==> src/rtl/vga_controller.sv <==
// rtl/vga_controller.sv - 640x480@60Hz VGA timing generator with RGB332 colour expansion
module vga_controller #(
    parameter int H_ACTIVE = 640,
    parameter int H_FP     = 16,
    parameter int H_SYNC   = 96,
    parameter int H_BP     = 48,
    parameter int V_ACTIVE = 480,
    parameter int V_FP     = 10,
    parameter int V_SYNC   = 2,
    parameter int V_BP     = 33
) (
    input  logic       clk,
    input  logic       rst,
    input  logic [7:0] rgb_8,
    output logic [7:0] r_out,
    output logic [7:0] g_out,
    output logic [7:0] b_out,
    output logic       h_sync,
    output logic       v_sync,
    output logic       pixel_en
);

    localparam int H_TOTAL = H_ACTIVE + H_FP + H_SYNC + H_BP;
    localparam int V_TOTAL = V_ACTIVE + V_FP + V_SYNC + V_BP;

    localparam logic [9:0] H_LAST       = 10'(H_TOTAL - 1);
    localparam logic [9:0] V_LAST       = 10'(V_TOTAL - 1);
    localparam logic [9:0] H_VISIBLE    = 10'(H_ACTIVE);
    localparam logic [9:0] V_VISIBLE    = 10'(V_ACTIVE);
    localparam logic [9:0] H_SYNC_START = 10'(H_ACTIVE + H_FP);
    localparam logic [9:0] H_SYNC_END   = 10'(H_ACTIVE + H_FP + H_SYNC);
    localparam logic [9:0] V_SYNC_START = 10'(V_ACTIVE + V_FP);
    localparam logic [9:0] V_SYNC_END   = 10'(V_ACTIVE + V_FP + V_SYNC);

    logic       pix_tick;
    logic [9:0] hcount;
    logic [9:0] vcount;

    // pix_tick halves clk into the pixel rate; counters step only on its high phase
    always_ff @(posedge clk or negedge rst) begin
        if (!rst) begin
            pix_tick <= 1'b0;
            hcount   <= '0;
            vcount   <= '0;
        end else begin
            pix_tick <= ~pix_tick;
            if (pix_tick) begin
                if (hcount == H_LAST) begin
                    hcount <= '0;
                    if (vcount == V_LAST) begin
                        vcount <= '0;
                    end else begin
                        vcount <= vcount + 10'd1;
                    end
                end else begin
                    hcount <= hcount + 10'd1;
                end
            end
        end
    end

    assign h_sync   = ~((hcount >= H_SYNC_START) && (hcount < H_SYNC_END));
    assign v_sync   = ~((vcount >= V_SYNC_START) && (vcount < V_SYNC_END));
    assign pixel_en = (hcount < H_VISIBLE) && (vcount < V_VISIBLE);

    // Colour is passed straight through; blanking is left to downstream logic
    assign r_out = {rgb_8[7:5], 5'b0};
    assign g_out = {rgb_8[4:2], 5'b0};
    assign b_out = {rgb_8[1:0], 6'b0};

endmodule

==> config.mk <==
export PLATFORM = sky130hd
export DESIGN_NAME = vga_controller
export DESIGN_NICKNAME = d
export VERILOG_FILES = /design/src/rtl/vga_controller.sv
export SDC_FILE = /design/constraint.sdc
export NUM_CORES = 1
export LEC_CHECK = 0
export CORE_UTILIZATION = 28
export CTS_CLUSTER_DIAMETER = 30
export DETAILED_ROUTE_END_ITERATION = 7
export GPL_TIMING_DRIVEN = 0
export PLACE_DENSITY = 0.52
export RECOVER_POWER = 100
export SETUP_SLACK_MARGIN = 0.4
export SLEW_MARGIN = 40
export SYNTH_ARGS = -nofsm -noshare
export SYNTH_HDL_FRONTEND = slang
export SYNTH_SLANG_ARGS = --single-unit
==> constraint.sdc <==
create_clock -name clk -period 1.5 [get_ports clk]
set_input_delay 0.3 -clock clk [delete_from_list [all_inputs] [get_ports clk]]
set_output_delay 0.3 -clock clk [all_outputs]
set_load 0.005 [all_outputs]
# Word-level counts from Yosys, hierarchy flattened
# Index checks and enable logic that the tools add are counted.
[word_totals]
reg_bits = 21
inputBits = 10
output_inout_bits = 27
word_cells = 22
[op_classes]
add_sub_neg = 2
n_lt_le_gt_ge = 6
eq_ne = 2
mux = 2
bitwise = 3
reduce_logical = 4
[ops]
columns = ["operator", "count"]
rows = [
  ["$add 10x1->10 const B", 2],
  ["$eq 10x10->1 const B", 2],
  ["$lt 10x10->1 const B", 2],
  ["$lt 10x9->1 const B", 2],
  ["$mux 10", 2],
  ["$ge 10x10->1 const B", 1],
  ["$ge 10x9->1 const B", 1],
  ["$logic_and 1x1->1", 3],
  ["$not 1->1", 3],
  ["$reduce_and 2->1", 1],
]

# Logic depth before layout (Yosys ltp)
# Gate-level depths: netlist (run 1).
[logic_depth]
ltp_word = 3
ltp_mapped = 6
depth_no_buf = 6

# Worst setup path after synthesis (run 1)
# Ideal clock, no wire load.
[synth_path]
path_type = "reg2reg"
start = "reg hcount[0]"
end = "reg vcount[3]"
setup_ns = 0.083
arrival_time_ns = 1.553
required_time_ns = 1.417
setup_slack_ns = -0.135
path_stages_with_launch = 6
n_path_buf = 0
synth_period_minus_slack_ns = 1.635
path_cell_list = "dfrtp_1 -> ha_1 -> nand4_4 -> or3_4 -> or3_1 -> o21ai_0"
[synth_between]
elab_chain_len = 2
[synth_rtl]
columns = ["element", "line_no", "text"]
rows = [
  ["from (decl)", "36", "logic [9:0] hcount;"],
  ["from (signal assigned)", "56", "hcount <= hcount + 10'd1;"],
  ["$eq 10x10->1", "48", "if (hcount == H_LAST) begin"],
  ["$reduce_and 2->1 (no source line)", "-", ""],
  ["to (signal assigned)", "53", "vcount <= vcount + 10'd1;"],
  ["to (decl)", "37", "logic [9:0] vcount;"],
]
# No other way between the ends.
# A chain may end at the register's enable or synchronous reset.

# Final worst setup path (run 1)
[layout_path]
start = "reg hcount[6]"
end = "reg vcount[3]"
# Same word-level chain as after synthesis.

==> results.md, run 1 <==
- Fmax: between 600 and 700 MHz
- Hold Crit Class: input port to asynchronous set/reset pin
- Count of cell types in the netlist: 39
- Pleak: roughly 0.94 nW
- DRC: 6
- Fraction of power spent switching nets: 0.2249
- Commonest non-fill, non-tap cell in the layout: buf_4
- TritonCTS clock tree: built
- Antenna Cells: 0
- Skew-Pair Late Insertion Delay: 0.26 ns
- Drt via density: between 4 and 5
- Flop pwr share: 0.547
- Share of cells above drive strength 1: 0.4653
- Tightest Pin Transition: approximately 0.55 ns
- Placed instance count: about 220
- NetSw: roughly 0.00023 W
- First DRT Iteration DRCs: 57
- DIE HEIGHT: approximately 70 microns
- HPWL after DPL: 1.921 mm
- Yosys warnings: 0
- Final period util: 1.095
- First-pass GRT wire length: around 5.2 mm
- Antenna Nets Post-Route: 0
- Syn Inst Count: approximately 140
- Endpoint class of the critical path: flip-flop
- Vias: around 1,200
- Register area share after synthesis: 0.3974
- RR Endpoint: vcount[3]
- Leading cell types in the layout, fill and taps excluded: 37 x buf_4, 18 x dfrtp_1, 16 x conb_1
- GPL Wtd Cong: 0.7632
- Final net count: around 220
- Root Driver: clkbuf_8
- Starting Density: 0.2976
- Total global-route track usage: 0.1306
- CP Max Fanout: 4
- Clock sink count: 21
- Skew final: ~0.0046 ns
- Mean Syn Cell Area: between 9 and 10 sq um
- Failing checks: DRC, setup timing
- Drt wl/cell: around 12 microns
- Total Die Area: around 5000 sq um
- Vias in the first global route: 1,141
- Register clock-pin slew on the reported worst setup and hold paths: approximately 0.08 ns
- Synth Register Bits: 21
- Core Region: 4444 sq um
- Status: finished, violations left
- Slew Limit Fails: 0
- Die width: 70.73 microns
- IO buf count: 12
- RR Startpoint: hcount[6]
- Largest net degree at the start of global routing: 22
- TritonCTS Buffers: 3
- CP Data Required Time: roughly 1.7 ns
- Area Overhead vs Synth: 53.93%
- CP Class: flip-flop to flip-flop
- Share of total power in the clock network: 0.372
- Clock Tree Buf Depth: 2
- Drt pass-1 iters: 6
- Final worst slack: -0.1426 ns
- Crit path DAT: ~1.8 ns
- Power after layout: between 0.001 and 0.0015 W
- Post-detailed-routing wire length: about 3.1 mm
- Overflow after GRT: 0
- Relative slew slack: 0.6353
- Row Count: 24
- Maximum VDD drop: roughly 0.00034 V
- Worst setup SP type: flip-flop
- Reg2Reg Depth: 5
- RSZ-0062 raised after global routing: yes
- Synth Cell Area: around 1300 sq um
- Top Ports: 37
- P per Cell Area: about 500 nW/um^2
- CP Capture Point: vcount[3]
- Final Hold Viols: 0
- Crit. Startpoint: hcount[6]
- Final Non-Filler Cells: about 250
- Min cycle time layout: roughly 1.6 ns
- H-Tree Depth: 1
- Initial antenna violation count: 0
- # setup viols final: 14
- Internal power: 0.0008015 W
- FF-to-FF setup slack: -0.14 ns
- Comb power frac: 0.082
- Number of max-cap violations: 0
[synthesized netlist by cell type]
cell / instances / share of area
a21o_1: 2 / 0.011
a21oi_1: 1 / 0.0038
a22o_1: 1 / 0.0066
a22oi_1: 1 / 0.0057
a31oi_1: 2 / 0.0095
and2_1: 1 / 0.0047
and3_1: 1 / 0.0047
and4_1: 4 / 0.026
and4b_1: 1 / 0.0076
buf_2: 1 / 0.0038
buf_4: 24 / 0.14
buf_6: 1 / 0.0085
conb_1: 1 / 0.0028
dfrtp_1: 21 / 0.40
ha_1: 5 / 0.047
inv_1: 7 / 0.020
nand2_1: 8 / 0.023
nand3_1: 10 / 0.038
nand4_1: 3 / 0.014
nand4_4: 1 / 0.016
nand4b_1: 1 / 0.0066
nor2_1: 8 / 0.023
nor2b_1: 1 / 0.0047
nor3_1: 2 / 0.0076
nor3_2: 1 / 0.0076
nor3b_1: 1 / 0.0057
nor4_1: 2 / 0.0095
nor4bb_1: 1 / 0.0076
o2111ai_1: 1 / 0.0066
o21a_1: 1 / 0.0057
o21ai_0: 9 / 0.034
o21bai_1: 1 / 0.0057
o22a_1: 1 / 0.0066
o22ai_1: 1 / 0.0047
or2_1: 1 / 0.0047
or3_1: 1 / 0.0047
or3_4: 1 / 0.0085
xnor2_1: 7 / 0.046
xor2_1: 2 / 0.013
[critical path: stages, from the launching register on]
cell,delay [ns]
dfrtp_1,0.41
or2_1,0.24
buf_6,0.13
or3_4,0.38
or3_1,0.31
o21ai_1,0.09
[power groups by stage]
stage / registers (W) / logic, W / clock network, W
after floorplan: 0.000577 / 0.0000562 / 0
after global placement: 0.000577 / 0.0000919 / 0
after detailed placement: 0.000577 / 0.0000908 / 0
after CTS: 0.000565 / 0.0000846 / 0.000401
after global routing: 0.000566 / 0.0000947 / 0.000423
final: 0.000565 / 0.0000844 / 0.000384
[cell type report]
cell class              instances  area, sq um
clock inverters                 1        5.005
repair buffers                 44        362.8
plain buffers                  26        202.7
flip-flops and latches         21        529.3
multi-input cells             100        800.8
well taps                      52        65.06
inverters                       7        28.78
clock buffers                   3        41.29
fillers                       446         2409
[metrics by stage]
stage / util / worst slack (ns) / cell area (sq um) / TNS (ns) / hold slack, ns
after CTS: 0.4398 / -0.1120 / 1954 / -0.7165 / 0.5336
after floorplan: - / -0.06644 / 1405 / -0.1955 / 0.004409
final: 0.4581 / -0.1426 / 2036 / -0.9284 / 0.5430
after global placement: 0.3578 / -0.3411 / 1590 / -2.452 / 0.4800
after detailed placement: 0.3567 / -0.3258 / 1585 / -2.367 / 0.2896
after global routing: 0.4581 / -0.2040 / 2036 / -2.051 / 0.5676
[how the worst min path moves through the flow]
stage / start / end / slack [ns] / cells after the start
floorplan: rst / hcount[0] / 0.004 / 0
finish: rst / vcount[1] / 0.54 / 2
detailed placement: rst / vcount[1] / 0.29 / 1
global placement: vcount[7] / vcount[7] / 0.48 / 1
CTS: rst / vcount[1] / 0.53 / 2
global route: hcount[9] / hcount[9] / 0.57 / 1
[metal layers]
metal | global-route usage | vias up | routed length (microns)
li1 | - | 575 | -
met1 | 0.1606 | 572 | 1374
met2 | 0.2297 | 25 | 1638
met3 | 0.03134 | 4 | 97
met4 | 0.03333 | 0 | 24
met5 | 0 | - | 0
[cells by family after synthesis]
| family | synth area share |
|---|---|
| AO/OA/AOI/OAI | 0.1003 |
| XOR/XNOR | 0.05961 |
| adder cells (fa/ha/maj) | 0.04730 |
| buffers and inverters | 0.1684 |
| flip-flops | 0.3973 |
| other | 0.002835 |
| AND/OR/NAND/NOR | 0.2242 |
[state kept, by name, indices dropped and copies added, names as in the netlist]
name	flops
pix_tick	1
hcount	10
vcount	10
[repair_timing]
item	4_1_cts	5_1_grt
endpoints found under the setup margin	29	22
resized for setup	55	21
hold buffers	1	0
pin swaps	21	17
setup buffers	28	3
endpoints found under the hold margin	12	0
Note: power is estimated with default switching activity, not from simulation.
==> run 2: changes to the inputs <==
Settings changed: GPL_TIMING_DRIVEN 0 to 1.
==> run 2 against run 1 <==
- the flow still finishes with violations (DRC, setup timing)
- fmax decreased by 2.9%
- register-to-register slack got worse by 0.05 ns
- sequential share of layout area increased by 2.9 points
- critical path type unchanged
- highest routed layer unchanged
==> results.md, run 2 (synthesis gave the netlist of run 1 again) <==
- Final Non-Filler Cells: between 200 and 250
- TritonCTS clock tree: built
- Status: finished, violations left
- Power after layout: between 0.0009 and 0.001 W
- Drt pass-1 iters: 6
- Final Hold Viols: 0
- Final period util: 1.128
- CP delay by family, top: simple AND/OR/NAND/NOR gates
- CP Max Fanout: 4
- Placed Area: 1554 sq um
- Endpoint class of the critical path: flip-flop
- Overflow after GRT: 0
- TritonCTS Buffers: 3
- First DRT Iteration DRCs: 36
- Total Die Area: about 5000 sq um
- Final worst slack: -0.1916 ns
- Slew Limit Fails: 0
- Post-detailed-routing wire length: 3.186 mm
- Initial antenna violation count: 0
- CTS Hold Bufs: 0
- Design area: around 1800 sq um
- Number of max-cap violations: 0
- Skew final: roughly 0.014 ns
- DRC: 6
- Share of cells above drive strength 1: 0.4332
- Die width: a little over 70 microns
- H-Tree Depth: 1
- Maximum VDD drop: roughly 0.00047 V
- IO buf count: 4
- Starting Density: 0.2976
- Clock sink count: 21
- Commonest non-fill, non-tap cell in the layout: buf_4
- Vias in the first global route: 1,098
- Row Count: 24
- Area Overhead vs Synth: 37.65%
- Pleak: roughly 0.86 nW
- Leading cell types in the layout, fill and taps excluded: 40 x buf_4, 21 x dfrtp_1, 16 x conb_1
- Tightest Pin Transition: between 0.5 and 0.6 ns
- Skew-Pair Late Insertion Delay: 0.27 ns
- First-pass GRT wire length: about 5.2 mm
- WP buf/inv: 1
- DIE HEIGHT: about 71 microns
- CP Data Required Time: roughly 1.7 ns
- CP Class: flip-flop to flip-flop
- Top flop regs: hcount x10, vcount x10, pix_tick x1
- Total global-route track usage: 0.1350
- Drt wl/cell: roughly 13 microns
- Crit path cell chain: or2_4, buf_6, or3_4, or3_1, o21ai_1
- Hold slack: 0.5374 ns
- Relative slew slack: 0.6270
- Root Driver: clkbuf_8
- Min cycle time layout: between 1.5 and 2 ns
- Worst setup SP type: flip-flop
- Clock Tree Buf Depth: 2
- Critical path's slowest cell: dfrtp_1
- # fillers: approximately 450
- Fmax: approximately 590 MHz
- Register clock-pin slew on the reported worst setup and hold paths: roughly 0.090 ns
- P per Cell Area: 536.5 nW/um^2
- Largest net degree at the start of global routing: 22
- Slowest stage delay, CP: about 0.42 ns
- RSZ-0062 raised after global routing: yes
- Final net count: a little over 200
- Antenna Cells: 0
- Drt via density: about 4.6
- Hold Crit Class: input port to asynchronous set/reset pin
- HPWL after DPL: around 2.1 mm
- Top Ports: 37
- GPL Wtd Cong: approximately 0.75
- Crit path DAT: ~1.9 ns
- Core Region: about 4400 sq um
- Placed instance count: between 200 and 250
- # setup viols final: 14
- Failing checks: DRC, setup timing
- Antenna Nets Post-Route: 0
- Vias: ~1,100
- Util after Layout: 0.4096
## run 2: cell types whose count changed in the layout (fill, tap and decap cells not counted), sizes merged
cell	previous run	this run
clkbuf	13	6
dlygate4sd2	8	0
## run 2: final cells by class
class	count	area (sq um)	share of cell area
multi-input cells	100	721.9	0.3966
flip-flops and latches	21	525.5	0.2887
repair buffers	55	435.4	0.2392
well taps	52	65.06	0.03574
clock buffers	3	41.29	0.02268
inverters	7	26.28	0.01443
clock inverters	1	5.005	0.002749
## run 2: worst register-to-register path, stage by stage, from the launching register on
cell and delay [ns]:
dfrtp_1 0.42, or2_4 0.26, buf_6 0.13, or3_4 0.34, or3_1 0.39, o21ai_1 0.10
## run 2: timing repair
| action | 4_1_cts | 5_1_grt |
|---|---|---|
| gates resized for setup | 33 | 16 |
| buffers inserted | 11 | 8 |
| setup endpoints to repair | 22 | 22 |
| pin swaps | 10 | 16 |
## run 2: power breakdown
part           switching (W)  leakage (nW)  internal (W)
clock network       0.000201        0.0255      0.000186
registers                  0         0.279      0.000566
logic              0.0000214         0.551    0.00000258
## run 2: final timing paths
path / cells past startpoint / slack, ns / endpoint / start
worst max-delay path: 5 / -0.19 / vcount[3] / hcount[5]
worst min-delay path: 2 / 0.54 / vcount[1] / rst
worst max register to register: 5 / -0.19 / vcount[3] / hcount[5]
worst min register to register: 1 / 0.55 / vcount[8] / vcount[8]
max in group asynchronous: 2 / 0.58 / hcount[6] / rst
min in group clk: 1 / 0.55 / vcount[8] / vcount[8]
## run 2: per-stage QoR
step	setup TNS [ns]	setup WS [ns]
floorplan	-0.1955	-0.06644
finish	-0.9698	-0.1916
global route	-2.536	-0.2638
detailed placement	-1.498	-0.2078
global placement	-0.8232	-0.1418
CTS	-0.9338	-0.1383
## run 2: routing by layer
metal,global-route usage,up-vias,wire (microns)
met5,0,-,0
met4,0.03778,0,40
met3,0.03561,6,116
met2,0.2393,21,1682
met1,0.1610,527,1346
li1,-,541,-
